$ cat config.mk
export PLATFORM = sky130hd
export DESIGN_NAME = ram_16x4_sync
export DESIGN_NICKNAME = d
export VERILOG_FILES = /design/src/rtl/ram_16x4_sync_pkg.sv /design/src/rtl/ram_16x4_sync.sv
export SDC_FILE = /design/constraint.sdc
export NUM_CORES = 1
export LEC_CHECK = 0
export ABC_AREA = 1
export CAP_MARGIN = 0
export CORE_MARGIN = 2
export CORE_UTILIZATION = 59
export CTS_CLUSTER_DIAMETER = 80
export DETAILED_ROUTE_END_ITERATION = 7
export PLACE_DENSITY = 0.78
export SLEW_MARGIN = 15
export SYNTH_ARGS = -nofsm -noshare
export SYNTH_HDL_FRONTEND = slang
export SYNTH_SLANG_ARGS = --single-unit
$ cat constraint.sdc
create_clock -name clk -period 2.6 [get_ports clk]
set_input_delay 0.39 -clock clk [delete_from_list [all_inputs] [get_ports clk]]
set_output_delay 0.39 -clock clk [all_outputs]
set_load 0.01 [all_outputs]
$ cat src/rtl/ram_16x4_sync_pkg.sv
// Shared constants and types for the 16x4 synchronous register-file RAM.
package ram_16x4_sync_pkg;

  localparam int DATA_W_DEF = 4;
  localparam int ADDR_W_DEF = 4;

  typedef logic [DATA_W_DEF-1:0] word_t;
  typedef logic [ADDR_W_DEF-1:0] addr_t;

endpackage

$ cat src/rtl/ram_16x4_sync.sv
// Single-port flop-based RAM. Reads are registered and read-first on a
// same-cycle write. Reset clears both the storage and the output.
module ram_16x4_sync
  import ram_16x4_sync_pkg::*;
#(
  parameter int DATA_W = DATA_W_DEF,
  parameter int ADDR_W = ADDR_W_DEF
) (
  input  logic              clk,
  input  logic              rst,
  input  logic [DATA_W-1:0] Data,
  input  logic              RD,
  input  logic              WR,
  input  logic [ADDR_W-1:0] Address,
  output logic [DATA_W-1:0] Output
);

  localparam int DEPTH = 2 ** ADDR_W;

  logic [DEPTH-1:0][DATA_W-1:0] mem_q, mem_d;
  logic [DATA_W-1:0]            out_q, out_d;

  // Read samples mem_q, so a simultaneous write is seen only on a later read.
  always_comb begin
    mem_d = mem_q;
    out_d = out_q;
    if (WR) mem_d[Address] = Data;
    if (RD) out_d = mem_q[Address];
  end

  always_ff @(posedge clk or posedge rst) begin
    if (rst) begin
      mem_q <= '0;
      out_q <= '0;
    end else begin
      mem_q <= mem_d;
      out_q <= out_d;
    end
  end

  assign Output = out_q;

endmodule

* Word-level counts from Yosys, hierarchy flattened
Index checks and enable logic that the tools add are counted.
** Storage, ports and cells
- Bits in registers :: 68
- Input port bits :: 12
- Output and inout port bits :: 4
- Logic and storage cells :: 25
** Operators by class
- Reductions and logical operators :: 1
- Multiplexer cells :: 5
- Order comparisons :: 2
** Operators with widths (number)
- 64-bit bitwise mux :: 1
- 4-bit binary-select mux with 4-bit select :: 1
- 4-bit demux with 4-bit select :: 1
- 4-bit two-way mux :: 2
- 4-bit by 5-bit less-than comparator with 1-bit output, second input constant :: 1
- 4-bit by 1-bit >= comparator with 1-bit output, second input constant :: 1
- 1-bit logical AND :: 1

* Logic depth before layout (Yosys ltp)
- Depth after elaboration :: 5
- Mapped depth :: 11
- Mapped depth without buffers :: 9

* Least setup slack after synthesis
OpenSTA, ideal clock, no wires.
- Kind :: input -> register
- Start :: input Address[0]
- End :: register mem_q[28] in the netlist's numbering
- Library setup time :: 0.131 ns
- Required time :: 2.469 ns
- Stages on the path :: 7
- Path slack :: 1.346 ns
- Data arrival time :: 1.123 ns
- Path buffers :: 2
- Path through :: buf_6 > inv_4 > buf_6 > nor3_4 > nand2_2 > nand2_1 > o21ai_1
** Between the ends
- Cells in the longest elaborated chain, start to end :: 5
- Elaborated cells between the ends (all ways) :: 6
- Those cells by class :: order compare (2); mux (3); reduce/logical (1)
** RTL lines
- start, declared :: line ram_16x4_sync.sv:14 : input logic [ADDR_W-1:0] Address,
- 4-bit by 5-bit less-than comparator with 1-bit output (implied by the code) / 4-bit by 1-bit >= comparator with 1-bit output (equally long branches) :: line ram_16x4_sync.sv:27 : if (WR) mem_d[Address] = Data;
- 1-bit logical AND (implied by the code) :: line ram_16x4_sync.sv:27
- 4-bit two-way mux (implied by the code) :: line ram_16x4_sync.sv:27
- 4-bit demux with 4-bit select (*) :: line ram_16x4_sync.sv:27
- 64-bit bitwise mux (*) :: line ram_16x4_sync.sv:27
- end signal, assigned :: line ram_16x4_sync.sv:36 : mem_q <= mem_d;
- end, declared :: line ram_16x4_sync.sv:20 : logic [DEPTH-1:0][DATA_W-1:0] mem_q, mem_d;
Every way passes the cells marked *; elsewhere a longest branch is shown, timed or not.
A chain may end at the register's enable or synchronous reset.

* Worst setup path in the final report
- Start :: input Address[0]
- End :: register mem_q[41] in the netlist's numbering
The elaborated chain is that of the path after synthesis.

==> impl_metrics.py <==
metrics = {
    "setup_path": {
        "crit_required_ns": 2.88,
        "cp.arrival_ns": 2.04,
        "r2r-end": "Output[1]",
        "crit_path_end": "mem_q[41]",
        "critical_path.max_fanout": 34,
        "timing.rr.start": "mem_q[29]",
        "worstRegToRegCells": 8,
        "end_kind": "flip-flop",
        "critPathLaunchType": "input port",
        "path_class": "in2reg",
        "r2r_slack_ns": 1.51,
        "crit_path_start": "Address[0]",
    },
    "outcome": {
        "status": "completed",
    },
    "run": {
        "cap_violations": 0,
    },
    "logic_synthesis": {
        "seq_area_frac_synth": 0.525,
        "ys_seq_elements": 68,
        "syn_inst": 416,
        "netlist_area_um2": 3240,
        "syn_nets": 428,
        "yosysUniqueCellTypes": 18,
        "yosysTopAreaCell": "dfrtp_1",
        "yosys_warnings": 0,
        "synth_top_area_share": 0.525,
        "synth.avg_cell_area_um2": 7.79,
        "synth_area_leaders": "dfrtp_1 (53%), nand2_1 (21%), nor2_1 (4.5%)",
    },
    "placement": {
        "post-dp-hpwl_mm": 4.77,
        "dp_slack_ns": 0.513,
        "gp_congestion": 0.858,
        "port_buffers": 15,
    },
    "clocking": {
        "h-tree-depth": 3,
        "cts_buffers": 9,
        "cts_setup_buffers": 0,
        "clk_path_buf_depth": 2,
        "clock_latency_ns": 0.35,
        "tritoncts": "yes",
        "hold_buffers": 0,
        "postCtsResizedCells": 0,
        "clkTransAtPathRegs_ns": 0.07,
        "cts_sinks": 68,
        "root_buffer": "clkbuf_8",
    },
    "detailed_routing": {
        "drc_errors": 0,
        "wl_per_cell_um": 14.7,
        "routed_wl_mm": 7.41,
        "drt-initial-drc-count": 239,
        "ant_nets": 0,
        "vias": 2739,
        "vias_per_cell": 5.42,
        "firstDrtPassIters": 5,
    },
    "hold_path": {
        "hold_path_class": "in2async",
    },
    "sta": {
        "setup_viol": 0,
        "fin_ws_ns": 0.836,
        "skew_ns": 0.00521,
        "setup-tns-final_ns": 0,
        "grt_setup_unrepaired": "no",
        "slew_violations": 0,
        "hold_viol": 0,
        "min_period_over_period": 0.678,
        "holdWs_ns": 0.336,
        "max_freq_ghz": 0.567,
        "period_minus_slack_ns": 1.76,
        "tightest_slew_ns": 0.632,
        "slew_headroom": 0.578,
    },
    "finish": {
        "nNetsFinal": 442,
        "diodes": 0,
        "final_cell_mix": "nand2_1 (178), dfrtp_1 (68), nor2_1 (39)",
        "final_common_cell": "nand2_1",
        "area_growth_pct": 12.7,
        "drive_gt1_frac": 0.0874,
    },
    "grt": {
        "grt_pass1_vias": 2645,
        "antenna_found_initial": 0,
        "grt_pass1_wl_mm": 12.6,
        "grt-ovfl-total": 0,
        "grt_usage": 0.268,
        "grt_max_degree": 52,
    },
    "power_and_ir_drop": {
        "clockPowerShare": 0.331,
        "p_int_uw": 2040,
        "p_sw_uw": 836,
        "p_sw_frac": 0.291,
        "p_seq_frac": 0.490,
        "power.leakage_uw": 0.00178,
        "peakVddDrop_uv": 556,
        "pwr-share-comb": 0.180,
        "power_density_nw_per_um2": 788,
    },
    "die": {
        "start_util": 0.622,
        "io_pins": 16,
        "fp.coreArea_um2": 5200,
        "dieArea_um2": 6100,
        "die_x_um": 78.1,
        "die_h_um": 78.1,
        "core.rowCount": 26,
    },
}
## per-stage QoR
stage / area (um2) / power [uW] / cells / util
finish: 3650 / 2880 / 505 / 0.701
global route: 3650 / 3030 / 505 / 0.701
CTS: 3650 / 2880 / 505 / 0.701
floorplan: 3240 / 1780 / 416 / -
detailed placement: 3430 / 1940 / 489 / 0.659
global placement: 3430 / 1910 / 489 / 0.659
## logic make-up (layout without fill, tap and decap cells)
logic type,Yosys count,count (layout),share of synthesized area
buffers and inverters,30,49,0.0452
AOI/OAI and AO/OA,64,64,0.0989
and+or+nand+nor,254,254,0.331
DFF,68,68,0.525
## worst min path at each step
| stage | from | end | slack (ns) | cells past startpoint |
|---|---|---|---|---|
| global route | rst | mem_q[17] | 0.39 | 2 |
| CTS | rst | mem_q[28] | 0.35 | 2 |
| floorplan | mem_q[4] | mem_q[4] | 0.45 | 2 |
| global placement | mem_q[48] | mem_q[48] | 0.47 | 2 |
| finish | rst | mem_q[17] | 0.34 | 2 |
| detailed placement | mem_q[50] | mem_q[50] | 0.48 | 2 |
## worst max-delay path, stage by stage
cell             delay [ns]
clkdlybuf4s50_1        0.51
inv_4                  0.34
nand2_1                0.08
nor2_1                 0.14
inv_1                  0.17
nor2_4                 0.22
nor2_1                 0.07
a21oi_1                0.13
## cell usage after synthesis
cell	number
a21oi_1	24
nor2_2	1
buf_6	3
nand4_1	4
inv_4	1
clkbuf_1	6
buf_2	7
dfrtp_1	68
nand3_1	20
o21ai_0	24
nand2_1	178
nor3_4	2
inv_2	3
nor2_1	39
nand2_2	4
nor2_4	6
o21ai_1	16
inv_1	10
## registers in the layout, indices dropped and copies added (netlist names)
name    count
mem_q      64
Output      4
## power by group through the flow
stage / Combinational (uW) / Sequential [uW] / Clock [uW]
after floorplan: 386 / 1390 / 0
after global routing: 595 / 1440 / 1000
after global placement: 491 / 1420 / 0
after detailed placement: 513 / 1430 / 0
final: 517 / 1410 / 951
after CTS: 519 / 1410 / 952
## per-layer routing
layer,share of wire,track usage,wire [um],up-vias
li1,-,-,-,1355
met4,0.020,0.100,146,0
met1,0.46,0.362,3410,1296
met2,0.48,0.428,3540,72
met5,0,0,0,-
met3,0.042,0.0598,312,16
## area by class of cell
cell class,instances,area (um2)
fillers,437,1560
clock buffers,13,179
well taps,70,87.6
multi-input cells,318,1390
flip-flops and latches,68,1700
inverters,14,55.1
repair buffers,19,193
clock inverters,3,42.5
(Power assumes the default switching activity.)
